<file path="src/rtl/md_issue_ctrl.sv">
// Multiply/divide issue control: decodes E-stage MD ops, fires start/HiLo-write the same cycle, and tracks MD occupancy with a local countdown.
// Zero-cycle issue; a held E instruction fires once; MD-class ops in D stall while the unit is (or is about to be) busy.
module md_issue_ctrl #(
    parameter int unsigned MUL_CYCLES = 5,
    parameter int unsigned DIV_CYCLES = 10
) (
    input  logic        clk,
    input  logic        reset,
    input  logic [31:0] instr_D,
    input  logic [31:0] instr_E,
    input  logic        valid_E,
    input  logic        hold_E,
    input  logic        flush_E,
    input  logic        md_stall,
    output logic        md_start,
    output logic [1:0]  md_hilowr,
    output logic [31:0] md_instr,
    output logic        stall_D,
    output logic        busy,
    output logic        md_err
);

    // SPECIAL opcode (000000) with funct 0110xx = start, 0100xx = HI/LO move.
    localparam logic [31:0] DEC_MASK   = 32'hFC00_003C;
    localparam logic [31:0] DEC_START  = 32'h0000_0018;
    localparam logic [31:0] DEC_HILO   = 32'h0000_0010;
    localparam logic [3:0]  MUL_LOAD   = 4'(MUL_CYCLES);
    localparam logic [3:0]  DIV_LOAD   = 4'(DIV_CYCLES);

    logic [3:0] cnt;
    logic       issued;
    logic       start_q;
    logic       idle_stall_q;

    logic       start_e;
    logic       hilo_e;
    logic       write_e;
    logic       md_class_d;
    logic       issue_ok;
    logic       idle_stall;

    always_comb begin
        start_e    = (instr_E & DEC_MASK) == DEC_START;
        hilo_e     = (instr_E & DEC_MASK) == DEC_HILO;
        write_e    = hilo_e & instr_E[0];
        md_class_d = ((instr_D & DEC_MASK) == DEC_START) | ((instr_D & DEC_MASK) == DEC_HILO);
        issue_ok   = valid_E & ~flush_E & ~issued & (cnt == 4'd0);
    end

    assign md_start  = issue_ok & start_e;
    // funct bit 1 separates mtlo (010011) from mthi (010001).
    assign md_hilowr = (issue_ok & write_e) ? {instr_E[1], ~instr_E[1]} : 2'b00;
    assign md_instr  = instr_E;
    assign busy      = (cnt != 4'd0);
    // MD's own busy flag lags by a cycle, so the start cycle must stall D here.
    assign stall_D   = md_class_d & (busy | md_start | (md_hilowr != 2'b00) |
                                     (valid_E & start_e & ~flush_E));
    assign idle_stall = (cnt == 4'd0) & md_stall;

    always_ff @(posedge clk) begin
        if (!reset) begin
            cnt          <= 4'd0;
            issued       <= 1'b0;
            start_q      <= 1'b0;
            idle_stall_q <= 1'b0;
            md_err       <= 1'b0;
        end else begin
            if (md_start)
                cnt <= instr_E[1] ? DIV_LOAD : MUL_LOAD;
            else if (cnt != 4'd0)
                cnt <= cnt - 4'd1;

            issued       <= hold_E & (issued | md_start | (md_hilowr != 2'b00));
            start_q      <= md_start;
            idle_stall_q <= idle_stall;

            // The edge right after a start is exempt: MD raises its busy one cycle late.
            if (((cnt > 4'd1) & ~md_stall & ~start_q) | (idle_stall & idle_stall_q))
                md_err <= 1'b1;
        end
    end

endmodule
</file>
<file path="config.mk">
export PLATFORM = sky130hd
export DESIGN_NAME = md_issue_ctrl
export DESIGN_NICKNAME = d
export VERILOG_FILES = /design/src/rtl/md_issue_ctrl.sv
export SDC_FILE = /design/constraint.sdc
export NUM_CORES = 1
export LEC_CHECK = 0
export BUFFER_PORTS_ARGS = -buffer_cell sky130_fd_sc_hd__clkbuf_2
export CAP_MARGIN = 40
export CORE_MARGIN = 2
export CORE_UTILIZATION = 30
export DETAILED_ROUTE_END_ITERATION = 10
export GPL_TIMING_DRIVEN = 0
export HOLD_SLACK_MARGIN = 0.06
export PLACE_DENSITY = 0.81
export SLEW_MARGIN = 20
export SYNTH_ARGS = -nofsm -noshare
export SYNTH_HDL_FRONTEND = slang
export SYNTH_SLANG_ARGS = --single-unit
</file>
<file path="constraint.sdc">
create_clock -name clk -period 2.3 [get_ports clk]
set_input_delay 0.23 -clock clk [delete_from_list [all_inputs] [get_ports clk]]
set_output_delay 0.23 -clock clk [all_outputs]
set_load 0.05 [all_outputs]
</file>
# --- After elaboration in Yosys (flattened, before gate mapping) ---
# Index checks and enable logic that the tools add are counted.
totals:
  ff_bits: 8
  out_inout_bits: 38
  wordCells: 45
classes:
  addsub: 1
  order_cmp: 1
  n_eq_ne: 4
  muxes: 4
  bitwise: 26
  reduce_logical: 4
op_table:
  columns: ["cell", "count"]
  rows:
  - ["$eq A10 B3 Y1 const B", 4]
  - ["$and A1 B1 Y1", 14]
  - ["$mux W4", 3]
  - ["$or A1 B1 Y1", 7]
  - ["$not A1 Y1", 5]
  - ["$gt A4 B1 Y1 const B", 1]
  - ["$logic_not A4 Y1", 1]
  - ["$reduce_bool A2 Y1", 2]
  - ["$reduce_bool A4 Y1", 1]
  - ["$sub A4 B1 Y4 const B", 1]
  - ["$mux W2", 1]

# --- Depth between registers and ports, before layout ---
depth:
  depth_word: 10
  mapped_depth: 6
  mapped_depth_nobuf: 6

# --- Least setup slack after synthesis ---
# No wires, ideal clock.
synth_timing:
  path_kind: "register to output"
  startpoint: "register cnt[0]"
  endpoint: "output stall_D"
  arrival_time_ns: 2.321
  required_time_ns: 2.070
  setup_slack_ns: -0.251
  path_stages_with_launch: 7
  n_path_buf: 0
  path_cell_list: "dfxtp_1 -> inv_1 -> ha_1 -> or4b_4 -> nor4b_2 -> nand4b_1 -> a21oi_1"
synth_between:
  elab_chain_len: 8
  elab_cells_between_ends: 11
  cone_classes: "mux: 1; bitwise: 7; reduce/logical: 3"
synth_rtl:
  columns: ["element", "line", "rtl"]
  rows:
  - ["start, declared", "30", "logic [3:0] cnt;"]
  - ["start signal, assigned", "69", "cnt <= instr_E[1] ? DIV_LOAD : MUL_LOAD;"]
  - ["start signal, assigned", "71", "cnt <= cnt - 4'd1;"]
  - ["$logic_not A4 Y1", "47", "issue_ok = valid_E & ~flush_E & ~issued & (cnt == 4'd0);"]
  - ["$and A1 B1 Y1", "47", null]
  - ["$and A1 B1 Y1", "52", "assign md_hilowr = (issue_ok & write_e) ? {instr_E[1], ~instr_E[1]} : 2'b00;"]
  - ["$mux W2", "52", null]
  - ["$reduce_bool A2 Y1", "56", "assign stall_D = md_class_d & (busy | md_start | (md_hilowr != 2'b00) |"]
  - ["$or A1 B1 Y1 (*) (2 in series)", "56", null]
  - ["$and A1 B1 Y1 (*)", "56", null]
  - ["end, declared", "18", "output logic stall_D,"]
# Every way passes the cells marked *; elsewhere a longest branch is shown, timed or not.

# --- Worst setup path after layout ---
# Ends and elaborated chain as after synthesis.

==> qor.yml <==
status: "finished with violations"
violations: "setup timing"
maxSlewHeadroom_pct: 76.1
rows: 18
cts_tree: "yes"
p_leak_uw: 0.000686
die_area_mm2: 0.00294
grt_usage_pct: 11.2
wl_per_cell_um: 9.34
synth-seq-cells: 8
drive_gt1_share_pct: 73.6
syn_area_per_cell_um2: 8.49
grt_setup_unrepaired: "yes"
grt_pass1_vias: 643
clk_pin_slew_ns: 0.05
cts_buffers: 3
fin_crit_ns: 2.31
chipWidth_um: 54.2
final-seq-area_um2: 163
power_density_mw_per_mm2: 798
hold_viol: 0
ir_drop_uv: 395
cp_cell_sequence: "inv_2 > ha_4 > or4b_4 > nor4b_4 > nand4b_1 > a21oi_2 > buf_8"
fin_crit_sh_pct: 101
root_buffer: "clkbuf_4"
totalWireLength_mm: 1.80
fmax_mhz: 433
dr.pass1.iters: 3
cts-htree-levels: 1
fin_util_pct: 51.3
cap_violations: 0
antenna_found_initial: 0
path_class: "reg -> out"
worstPathArrival_ns: 2.08
placed_cells: 183
nets: 237
whs_ns: 0.187
fp.dieH_um: 54.2
synthesis.area_um2: 756
worst-path-buf-inv: 2
clk_latency_ns: 0.25
ys_warn_count: 0
cp_slowest_cell: "or4b_4"
drcViolationCount: 0
nFillCells: 250
io_pins: 108
io_buffers: 64
drt_iter0_drc: 3
clockBufferDepth: 2
initial_core_util_pct: 31.1
grt_max_degree: 9
final_cell_mix: "clkbuf_2, buf_4, nor2_1"
multi_input_area_um2: 370
final_cells: 193
clock_skew_ns: 0.00327
syn_nets: 161
end_kind: "output pin"
syn_inst: 89
fin_ws_ns: -0.0120
core-area_mm2: 0.00243
postRouteAntennaNets: 0
cpPeakStageDelay_ns: 0.50
vias_per_cell: 4.30
gp_congestion: 0.691
worst_slew_pin_slew_ns: 0.356
antenna_cells: 0
startpoint_type: "flop"
area_growth_syn_to_layout_pct: 65.2
maxSlewViolCount: 0
cp_max_fo: 4
hold_path.class: "in -> reg"
gr-total-overflow: 0
grt_first_pass_wirelength_mm: 2.48
vias: 830
finalSetupViolCount: 3
crit_family: "simple AND/OR/NAND/NOR gates"
dp_hpwl_mm: 1.52
mostFrequentLayoutCell: "clkbuf_2"
synth-seq-area-share_pct: 21.2
cts_sinks: 8
crit_required_ns: 2.07
synth_cell_types: 31
-- what timing repair did --
action	4_1_cts	5_1_grt
pin swaps	5	3
hold buffers	0	0
buffers inserted	5	2
resized for setup	12	3
setup endpoints to repair	4	3
-- sequential cells by signal, summed over array words and instances (netlist names) --
| register | count |
|---|---|
| md_err | 1 |
| issued | 1 |
| start_q | 1 |
| idle_stall_q | 1 |
| cnt | 4 |
-- per-layer routing --
metal  part of all wire [%]  vias up  global-route usage (%)
met5                      0        -                       0
met2                     53       42                    20.9
met3                    9.8        0                    1.67
li1                       -      425                       -
met1                     37      363                    13.3
met4                      0        0                    2.50
-- per-stage QoR --
step	total power, uW	cell area (um2)	TNS [ns]	setup WS, ns
finish	996	1250	-0.0234	-0.0120
global placement	799	1120	-0.0759	-0.0360
global route	1070	1250	-0.286	-0.101
floorplan	686	759	-0.550	-0.160
CTS	971	1220	-0.152	-0.0674
detailed placement	803	1120	-0.167	-0.0667
-- power breakdown --
group | total (uW) | internal [uW] | leakage [uW] | switching [uW]
Combinational | 679 | 290 | 0.000606 | 389
Clock | 103 | 59.4 | 0.0000138 | 43.4
Sequential | 214 | 181 | 0.0000662 | 33.1
-- area by class of cell --
type	instances	area share, %
tap	30	3.01
multi-input combinational	45	29.7
clock buffer	3	1.80
sequential	8	13.0
timing repair buffer	71	32.1
buffer	32	19.2
inverter	4	1.20
-- cells in the mapped netlist --
| library cell | number | area share (%) |
|---|---|---|
| ha_1 | 2 | 3.3 |
| o211a_1 | 1 | 1.3 |
| dfxtp_1 | 8 | 21 |
| o21a_1 | 1 | 0.99 |
| and3_1 | 1 | 0.83 |
| a21boi_0 | 1 | 0.99 |
| a21o_1 | 1 | 0.99 |
| nor4_2 | 1 | 1.7 |
| nor4_4 | 1 | 2.8 |
| or4bb_1 | 1 | 1.5 |
| nand3_1 | 1 | 0.66 |
| xnor2_1 | 1 | 1.2 |
| and2_1 | 2 | 1.7 |
| nor3b_1 | 2 | 2.0 |
| nor2_1 | 8 | 4.0 |
| inv_1 | 4 | 2.0 |
| o22a_1 | 1 | 1.2 |
| nor4_1 | 1 | 0.83 |
| or4b_4 | 2 | 3.6 |
| nand2_1 | 3 | 1.5 |
| or4_4 | 1 | 1.5 |
| nor4b_2 | 1 | 2.0 |
| a21oi_1 | 3 | 2.0 |
| nor3_1 | 2 | 1.3 |
| nand4b_1 | 1 | 1.2 |
| o21ai_0 | 1 | 0.66 |
| a22o_1 | 1 | 1.2 |
| buf_4 | 32 | 32 |
| mux2i_1 | 1 | 1.3 |
| or3_2 | 1 | 0.99 |
| a21boi_1 | 2 | 2.0 |
-- path summary, 6_finish.rpt --
check	start	endpoint	slack [ns]	depth (start not counted)
worst max-delay path	cnt[0]	stall_D	-0.01	7
worst min-delay path	hold_E	issued	0.19	3
worst max register to register	cnt[0]	issued	0.48	7
worst min register to register	idle_stall_q	md_err	0.46	1
-- cells by family after synthesis --
logic type / Yosys count / synth area share, %
fa+ha+maj: 2 / 3.31
buf+inv: 36 / 33.8
xor+xnor: 1 / 1.16
mux: 1 / 1.32
compound gates: 12 / 11.3
simple gates: 29 / 28.0
flops: 8 / 21.2
-- tightest hold or removal path, stage by stage --
cell,delay (ns)
clkbuf_2,0.08
nand2_1,0.05
a21oi_1,0.03
No activity file was read; power rests on OpenSTA's default activity.
